## src/rtl/imem_loader_pkg.sv

```systemverilog
// imem_loader shared types: frame parser states and framing constants.
// Imported by the loader top and its word-assembly sub-block.
package imem_loader_pkg;

  typedef enum logic [2:0] {
    IDLE,
    COUNT,
    DATA,
    CKSUM,
    FIN
  } state_t;

  localparam logic [7:0] SYNC_DEF = 8'hA5;
  localparam int BPW = 4;

endpackage

```

## src/rtl/imem_loader_if.sv

```systemverilog
// Byte-stream intake and imem write port of the instruction loader.
// master = byte source / imem side, slave = loader.
interface imem_loader_if #(
  parameter int AW = 6
);

  logic          rx_valid;
  logic [7:0]    rx_data;
  logic          rx_ready;
  logic          we;
  logic [AW-1:0] wa;
  logic [31:0]   wd;

  modport master (
    output rx_valid, rx_data,
    input  rx_ready, we, wa, wd
  );

  modport slave (
    input  rx_valid, rx_data,
    output rx_ready, we, wa, wd
  );

endinterface

```

## src/rtl/imem_loader_asm.sv

```systemverilog
// Big-endian byte-to-word assembler; word_valid marks the 4th byte
// in flight so the caller can register the write on that same edge.
module imem_loader_asm
  import imem_loader_pkg::*;
(
  input  logic        clk,
  input  logic        reset,
  input  logic        clr,
  input  logic        en,
  input  logic [7:0]  din,
  output logic        word_valid,
  output logic [31:0] word
);

  logic [23:0] sh;
  logic [1:0]  bcnt;

  assign word_valid = en && (bcnt == 2'(BPW - 1));
  assign word       = {sh, din};

  always_ff @(posedge clk) begin
    if (reset || clr) begin
      sh   <= '0;
      bcnt <= '0;
    end else if (en) begin
      sh   <= {sh[15:0], din};
      bcnt <= bcnt + 2'd1;
    end
  end

endmodule

```

## src/rtl/imem_loader.sv

```systemverilog
// Framed byte-stream instruction-memory loader; holds the CPU during load.
// Define IMEM_LOADER_CKSUM_EN to require and verify a trailing XOR byte.
module imem_loader
  import imem_loader_pkg::*;
#(
  parameter int         AW   = 6,
  parameter logic [7:0] SYNC = SYNC_DEF
) (
  input  logic         clk,
  input  logic         reset,
  imem_loader_if.slave bus,
  output logic         cpu_hold,
  output logic         done,
  output logic         err,
  output logic         busy
);

  state_t        state;
  logic [AW-1:0] cnt;
  logic [AW-1:0] widx;
  logic          acc;
  logic          wv;
  logic          last;
  logic [31:0]   word;

  assign bus.rx_ready = (state != FIN);
  assign acc          = bus.rx_valid && bus.rx_ready;
  // cnt of 0 wraps to all-ones here, giving a full 2**AW word frame
  assign last         = (widx == cnt - AW'(1));

  imem_loader_asm u_asm (
    .clk        (clk),
    .reset      (reset),
    .clr        (state == COUNT),
    .en         (acc && state == DATA),
    .din        (bus.rx_data),
    .word_valid (wv),
    .word       (word)
  );

`ifdef IMEM_LOADER_CKSUM_EN
  logic [7:0] cks;
  logic       ok;
  logic       err_q;

  always_ff @(posedge clk) begin
    if (reset) begin
      cks   <= '0;
      ok    <= 1'b0;
      err_q <= 1'b0;
    end else begin
      err_q <= 1'b0;
      if (acc && state == COUNT)
        cks <= '0;
      else if (acc && state == DATA)
        cks <= cks ^ bus.rx_data;
      if (acc && state == CKSUM)
        ok <= (bus.rx_data == cks);
      if (state == FIN)
        err_q <= !ok;
    end
  end

  assign err = err_q;
`else
  assign err = 1'b0;
`endif

  always_ff @(posedge clk) begin
    if (reset) begin
      state    <= IDLE;
      cnt      <= '0;
      widx     <= '0;
      bus.we   <= 1'b0;
      bus.wa   <= '0;
      bus.wd   <= '0;
      cpu_hold <= 1'b0;
      done     <= 1'b0;
      busy     <= 1'b0;
    end else begin
      bus.we <= 1'b0;
      done   <= 1'b0;
      unique case (state)
        IDLE: begin
          if (acc && bus.rx_data == SYNC) begin
            state    <= COUNT;
            cpu_hold <= 1'b1;
            busy     <= 1'b1;
          end
        end
        COUNT: begin
          if (acc) begin
            cnt   <= bus.rx_data[AW-1:0];
            widx  <= '0;
            state <= DATA;
          end
        end
        DATA: begin
          if (wv) begin
            bus.we <= 1'b1;
            bus.wa <= widx;
            bus.wd <= word;
            widx   <= widx + AW'(1);
`ifdef IMEM_LOADER_CKSUM_EN
            if (last) state <= CKSUM;
`else
            if (last) state <= FIN;
`endif
          end
        end
        CKSUM: begin
          if (acc) state <= FIN;
        end
        FIN: begin
          state    <= IDLE;
          cpu_hold <= 1'b0;
          busy     <= 1'b0;
`ifdef IMEM_LOADER_CKSUM_EN
          done     <= ok;
`else
          done     <= 1'b1;
`endif
        end
        default: state <= IDLE;
      endcase
    end
  end

endmodule

```

## src/flat_wrapper.sv

```systemverilog
// flat-port wrapper written by rule: the top's interface ports become plain ports
module imem_loader_flat import imem_loader_pkg::*;
#(
  parameter int         AW   = 6,
  parameter logic [7:0] SYNC = SYNC_DEF
)
  (clk, reset, cpu_hold, done, err, busy, bus_rx_valid, bus_rx_data, bus_rx_ready, bus_we, bus_wa, bus_wd);
  imem_loader_if #(.AW(AW)) bus_i ();
  input  logic clk;
  input  logic reset;
  output logic cpu_hold;
  output logic done;
  output logic err;
  output logic busy;
  input wire logic [$bits(bus_i.rx_valid)-1:0] bus_rx_valid;
  input wire logic [$bits(bus_i.rx_data)-1:0] bus_rx_data;
  output wire logic [$bits(bus_i.rx_ready)-1:0] bus_rx_ready;
  output wire logic [$bits(bus_i.we)-1:0] bus_we;
  output wire logic [$bits(bus_i.wa)-1:0] bus_wa;
  output wire logic [$bits(bus_i.wd)-1:0] bus_wd;
  assign bus_i.rx_valid = bus_rx_valid;
  assign bus_i.rx_data = bus_rx_data;
  assign bus_rx_ready = bus_i.rx_ready;
  assign bus_we = bus_i.we;
  assign bus_wa = bus_i.wa;
  assign bus_wd = bus_i.wd;
  imem_loader #(.AW(AW), .SYNC(SYNC)) u_core (.clk(clk), .reset(reset), .bus(bus_i), .cpu_hold(cpu_hold), .done(done), .err(err), .busy(busy));
endmodule
```

## config.mk

```make
export PLATFORM = sky130hd
export DESIGN_NAME = imem_loader_flat
export DESIGN_NICKNAME = d
export VERILOG_FILES = /design/src/rtl/imem_loader_pkg.sv /design/src/rtl/imem_loader_if.sv /design/src/rtl/imem_loader_asm.sv /design/src/rtl/imem_loader.sv /design/src/flat_wrapper.sv
export SDC_FILE = /design/constraint.sdc
export NUM_CORES = 1
export LEC_CHECK = 0
export CORE_UTILIZATION = 56
export CTS_BUF_LIST = sky130_fd_sc_hd__clkbuf_16
export CTS_CLUSTER_SIZE = 10
export DETAILED_ROUTE_END_ITERATION = 6
export PLACE_DENSITY = 0.93
export SLEW_MARGIN = 10
export SYNTH_ARGS = -nofsm -noshare
export SYNTH_HDL_FRONTEND = slang
export SYNTH_SLANG_ARGS = --single-unit
```

## constraint.sdc

```tcl
create_clock -name clk -period 3.3 [get_ports clk]
set_clock_uncertainty 0.15 [all_clocks]
set_input_delay 0.99 -clock clk [delete_from_list [all_inputs] [get_ports clk]]
set_output_delay 0.99 -clock clk [all_outputs]
set_load 0.01 [all_outputs]
```

==> impl_metrics.env, run 1 <==
export IMPL_p_leak_nw=1.35
export IMPL_first_global_vias=2630
export IMPL_period_share_pct=87.8
export IMPL_hold_violations=0
export IMPL_rrSetupSlack_ns=1.26
export IMPL_worst_pin_slew_ns=0.581
export IMPL_core_um2=5470
export IMPL_synth_fp_nets=407
export IMPL_clock_path_buffers=2
export IMPL_viasPerCell=5.52
export IMPL_syn_area_um2=3170
export IMPL_fillCellCount=400
export IMPL_postCtsResizedCells=0
export IMPL_wl_per_cell_um=14.2
export IMPL_outcome="completed"
export IMPL_rsz0062_at_grt="false"
export IMPL_fin_crit_ns=2.90
export IMPL_drive_gt1_share_pct=5.87
export IMPL_synthArstFlopShare_pct=0
export IMPL_worstPathCellList="nor2_1 -> and2_1 -> inv_1 -> clkdlybuf4s50_1"
export IMPL_numPortBuffers=53
export IMPL_p_int_mw=1.66
export IMPL_postCtsSetupRepairBufs=0
export IMPL_drv_slew=0
export IMPL_worst_setup_path_start_kind="flip-flop"
export IMPL_diodes=0
export IMPL_switching_share_pct=19.7
export IMPL_cp_max_fo=10
export IMPL_cts_tree="done"
export IMPL_postSynthAreaPerCell_um2=8.07
export IMPL_grt_usage_pct=26.3
export IMPL_cts_sinks=82
export IMPL_fmax_mhz=345
export IMPL_end_kind="output pin"
export IMPL_synth_edff_count=0
export IMPL_seqPwrFrac_pct=47.9
export IMPL_ant_nets=0
export IMPL_yosysSeqAreaShare_pct=51.8
export IMPL_dr_max_layer_used="met4"
export IMPL_met1_length_um=3120
export IMPL_rr_startpoint="u_core.state[1]"
export IMPL_grt_ovfl_total=0
export IMPL_route_detailed_drc=0
export IMPL_peakVddDrop_mv=0.362
export IMPL_combPwrFrac_pct=2.0
export IMPL_chipWidth_um=77.3
export IMPL_root_buffer="clkbuf_16"
export IMPL_fin_nets=452
export IMPL_synthCells=393
export IMPL_path_class="reg2out"
export IMPL_antenna_found_initial=0
export IMPL_gp_congestion=0.858
export IMPL_grt_max_degree=33
export IMPL_place_hpwl_um=4630
export IMPL_regArea_um2=1640
export IMPL_die_h_um=77.3
export IMPL_start_util_pct=58.0
export IMPL_hp_class="reg2reg"
export IMPL_vias=2845
export IMPL_total_power_mw=2.07
export IMPL_cts_htree_levels=3
export IMPL_clk_pin_slew_ns=0.06
export IMPL_ys_warn_count=0
export IMPL_worst_path_largest_cell_delay_ns=0.53
export IMPL_cp_arrival_ns=1.76
export IMPL_met2_length_um=3460
export IMPL_min_from="u_core.bus.wd[26]"
export IMPL_cts_buffers=9
export IMPL_io_pins=55
export IMPL_switchingPower_mw=0.408
export IMPL_grt_first_pass_wirelength_um=12100
export IMPL_postRouteWirelength_um=7300
export IMPL_yosysUniqueCellTypes=35
export IMPL_firstDrtPassIters=4
export IMPL_std_cell_rows=27
export IMPL_ys_seq_elements=82
export IMPL_maxCapViolCount=0
export IMPL_power_density_nw_per_um2=513
export IMPL_synth_ff_type="dfxtp_1"
export IMPL_critPathRequiredTime_ns=2.16
export IMPL_multiInputGateArea_um2=1390
export IMPL_clockPowerShare_pct=50.1
export IMPL_cp_startpoint="u_core.state[1]"
export IMPL_tns_ns=0
export IMPL_drt_iter0_markers=243
export IMPL_dieArea_um2=5970
export IMPL_finalSetupViolations=0
export IMPL_area_growth_synth_to_final_pct=27.2
export IMPL_clk_latency_ns=0.34
export IMPL_hold_buffers=0
export IMPL_cp_slowest_cell="clkdlybuf4s50_1"
export IMPL_relSlewSlack_pct=61.3
export IMPL_dr_wl_met3_um=491
==> final timing paths <==
path / end / cells after the start
min: u_core.bus.wd[26] / 2
max reg2reg: u_core.widx[5] / 6
max: bus_rx_ready / 4
min reg2reg: u_core.bus.wd[26] / 2
==> final cells by class <==
type / count / share of cell area, %
sequential: 82 / 40.7
clock buffer: 9 / 5.58
clock inverter: 7 / 2.17
inverter: 3 / 0.279
multi-input combinational: 280 / 34.4
tap: 72 / 2.23
timing repair buffer: 62 / 14.7
==> stage by stage <==
| step | setup slack, ns | hold WS, ns | instances | utilization, % | instance area, um2 |
|---|---|---|---|---|---|
| detailed placement | 0.264 | 0.298 | 499 | 68.0 | 3720 |
| CTS | 0.401 | 0.305 | 515 | 73.7 | 4040 |
| global placement | 0.374 | 0.291 | 499 | 68.0 | 3720 |
| global route | 0.356 | 0.320 | 515 | 73.7 | 4040 |
| floorplan | 1.07 | 0.282 | 393 | - | 3170 |
| finish | 0.403 | 0.303 | 515 | 73.7 | 4040 |
==> cell usage in the layout (no fill, tap or decap), types with 2 or more instances in the layout <==
cell             instances
a21oi_1                 69
and2_1                   2
buf_4                    9
bufinv_16                2
clkbuf_16                9
clkdlybuf4s50_1         52
dfxtp_1                 82
ha_1                     3
inv_1                    6
mux2i_1                  4
nand2_1                133
nand2b_1                 3
nand3_1                  4
nand3b_1                 3
nand4_1                  2
nor2_1                  22
nor3_1                   5
nor4b_1                  2
o21ai_0                  3
xnor2_1                  6
xor2_1                   5
==> power by group through the flow <==
stage,combinational (mW),sequential [mW],clock [mW]
final,0.0415,0.990,1.04
after global routing,0.0441,0.990,1.09
after CTS,0.0410,0.990,1.05
after detailed placement,0.0408,1.01,0
after global placement,0.0405,1.01,0
after floorplan,0.0185,1.01,0
==> per-layer routing <==
metal | track usage [%] | up-vias
met5 | 0 | -
met4 | 17.7 | 0
met3 | 8.81 | 23
met2 | 40.9 | 111
met1 | 30.6 | 1334
li1 | - | 1377
==> registers in the layout, indices dropped and copies added, names as in the netlist <==
register           cells
u_core.u_asm.bcnt      2
u_core.bus.we          1
u_core.state           3
u_core.u_asm.sh       24
u_core.done            1
u_core.cnt             6
u_core.bus.wa          6
u_core.cpu_hold        1
u_core.widx            6
u_core.bus.wd         32
==> logic make-up after synthesis <==
logic type	synth area share, %
and+or+nand+nor	24.0
AOI/OAI and AO/OA	14.1
muxes	1.26
xor gates and xnor gates	3.04
DFF	51.8
other	0.118
adders and majority gates	1.18
buffers and inverters	4.54
==> cell usage after synthesis (4+ instances only) <==
cell | number | area share [%]
clkbuf_1 | 16 | 1.9
xor2_1 | 5 | 1.4
nor2_1 | 22 | 2.6
nand3_1 | 4 | 0.63
nand2_1 | 133 | 16
buf_2 | 4 | 0.63
mux2i_1 | 4 | 1.3
a21oi_1 | 69 | 11
dfxtp_1 | 82 | 52
xnor2_1 | 6 | 1.7
nor3_1 | 5 | 0.79
buf_4 | 6 | 1.4
==> worst max-delay path, delay by kind of cell (launching register included) <==
family | cells | cell delay [ns]
DFF | 1 | 0.50
and+or+nand+nor | 2 | 0.32
buffers and inverters | 2 | 0.61
(Power assumes the default switching activity.)
==> run 2: changes to the inputs <==
clock period = 3.6 ns   (was 3.3 ns; I/O delays follow)
==> run 2 against run 1 <==
  * Non-clock buffer count unchanged
  * Register-to-register slack improved by 0.27 ns
  * Wire length decreased by 1.7%
  * Power decreased by 12%
  * Via count increased by 0.56%
  * Largest cell class unchanged
  * Highest routed layer unchanged
==> impl_metrics.env, run 2 (same netlist as run 1, synthesis figures left out) <==
export IMPL_grt_first_pass_wirelength_um=12300
export IMPL_reg2reg_depth=5
export IMPL_diodes=0
export IMPL_clk_latency_ns=0.33
export IMPL_postRouteWirelength_um=7170
export IMPL_postCtsResizedCells=0
export IMPL_p_leak_nw=1.33
export IMPL_p_int_mw=1.45
export IMPL_cts_buffers=9
export IMPL_cts_tree="done"
export IMPL_reg_largest_list="u_core.bus.wd x32, u_core.u_asm.sh x24"
export IMPL_dpl_cell_count=499
export IMPL_cp_arrival_ns=1.77
export IMPL_finalSetupViolations=0
export IMPL_whs_endpoint="u_core.bus.wd[3]"
export IMPL_drive_gt1_share_pct=5.87
export IMPL_gp_congestion=0.861
export IMPL_seqPwrFrac_pct=49.9
export IMPL_maxCapViolCount=0
export IMPL_layout_common_cells="nand2_1, dfxtp_1, a21oi_1, clkdlybuf4s50_1, nor2_1"
export IMPL_ant_nets=0
export IMPL_final_common_cell="nand2_1"
export IMPL_drt_iter0_markers=287
export IMPL_firstDrtPassIters=5
export IMPL_peakVddDrop_mv=0.361
export IMPL_worstPathCellList="nor2_1 -> and2_1 -> inv_1 -> clkdlybuf4s50_1"
export IMPL_place_ws_ns=0.490
export IMPL_first_global_vias=2638
export IMPL_switchingPower_mw=0.369
export IMPL_largest_register="u_core.bus.wd"
export IMPL_cts_sinks=82
export IMPL_hold_ws_ns=0.302
export IMPL_vias=2861
export IMPL_cp_buffers_inverters=2
export IMPL_tns_ns=0
export IMPL_largest_reg_flops=32
export IMPL_place_area_um2=3720
export IMPL_stdcell_area_um2=4010
export IMPL_std_cell_rows=27
export IMPL_outcome="completed"
export IMPL_area_growth_synth_to_final_pct=26.4
export IMPL_period_share_pct=83.3
export IMPL_rsz0062_at_grt="false"
export IMPL_grt_max_degree=30
export IMPL_grt_ovfl_total=0
export IMPL_switching_share_pct=20.3
export IMPL_worst_setup_path_start_kind="flip-flop"
export IMPL_wl_per_cell_um=13.9
export IMPL_fin_crit_ns=3.00
export IMPL_antenna_found_initial=0
export IMPL_path_class="reg2out"
export IMPL_clock_path_buffers=2
export IMPL_place_hpwl_um=4710
export IMPL_final_cells=515
export IMPL_grt_usage_pct=26.3
export IMPL_hp_class="reg2reg"
export IMPL_min_from="u_core.bus.wd[3]"
export IMPL_dieArea_um2=5970
export IMPL_cts_htree_levels=3
export IMPL_hold_buffers=0
export IMPL_fin_nets=452
export IMPL_route_detailed_drc=0
export IMPL_rrSetupSlack_ns=1.53
export IMPL_end_kind="output pin"
export IMPL_clockPowerShare_pct=48.0
export IMPL_clk_pin_slew_ns=0.06
export IMPL_io_pins=55
export IMPL_relSlewSlack_pct=64.1
export IMPL_worst_path_largest_cell_delay_ns=0.54
export IMPL_worst_pin_slew_ns=0.538
export IMPL_cp_max_fo=10
export IMPL_power_density_nw_per_um2=454
export IMPL_hold_violations=0
export IMPL_postLayoutSetupSlackWorst_ns=0.603
export IMPL_rr_startpoint="u_core.state[1]"
export IMPL_root_buffer="clkbuf_16"
export IMPL_cp_slowest_cell="dfxtp_1"
export IMPL_drv_slew=0
export IMPL_postCtsSetupRepairBufs=0
export IMPL_numPortBuffers=53
export IMPL_start_util_pct=58.0
export IMPL_chipWidth_um=77.3
export IMPL_cpLargestDelayFamily="buffers and inverters"
export IMPL_fmax_mhz=334
export IMPL_whs_path_depth=2
export IMPL_core_um2=5470
export IMPL_combPwrFrac_pct=2.1
export IMPL_r2r_end="u_core.state[1]"
export IMPL_viasPerCell=5.56
export IMPL_critPathRequiredTime_ns=2.37
export IMPL_die_h_um=77.3
## run 2: cell count changes in the layout (fill, tap and decap cells not counted)
cell	delta
inv_1	-1
clkinv_2	+1
clkinv_1	+1
bufinv_16	-1
## run 2: per-stage QoR
stage                     util (%)  total power, mW
after global placement        68.0            0.965
after CTS                     73.3             1.83
after global routing          73.3             1.87
after floorplan                  -            0.945
after detailed placement      68.0            0.965
final                         73.3             1.82
## run 2: worst max path at each step
stage,startpoint,to,slack [ns],depth (start not counted)
final,u_core.state[1],bus_rx_ready,0.60,4
after global routing,u_core.state[1],bus_rx_ready,0.51,4
after CTS,u_core.state[1],bus_rx_ready,0.61,4
after detailed placement,bus_rx_valid,u_core.state[1],0.49,6
after global placement,bus_rx_valid,u_core.widx[4],0.55,7
after floorplan,bus_rx_valid,u_core.state[1],1.28,6
## run 2: worst register-to-register path, delay by kind of cell (launching register included)
kind,cells,cell delay (ns)
DFF,1,0.54
and+or+nand+nor,3,0.72
AOI/OAI and AO/OA,2,0.52
## run 2: layout make-up
class                      count  area, um2
timing repair buffer          62        593
clock buffer                   9        225
tap                           72       90.1
inverter                       3       11.3
sequential                    82       1640
clock inverter                 7       62.6
multi-input combinational    280       1390
fill                         385       1460
## run 2: metal layers
| layer | global-route usage, % | part of all wire [%] | vias up | routed length (um) |
|---|---|---|---|---|
| li1 | - | - | 1373 | - |
| met1 | 33.9 | 43 | 1344 | 3100 |
| met2 | 40.6 | 47 | 127 | 3380 |
| met3 | 6.31 | 7.4 | 17 | 528 |
| met4 | 14.2 | 2.4 | 0 | 169 |
| met5 | 0 | 0 | - | 0 |
## run 2: power groups by stage
stage	sequential (mW)	clock, mW	combinational, mW
floorplan	0.928	0	0.0170
global placement	0.928	0	0.0369
detailed placement	0.928	0	0.0371
CTS	0.908	0.884	0.0375
global route	0.907	0.924	0.0407
finish	0.908	0.873	0.0384
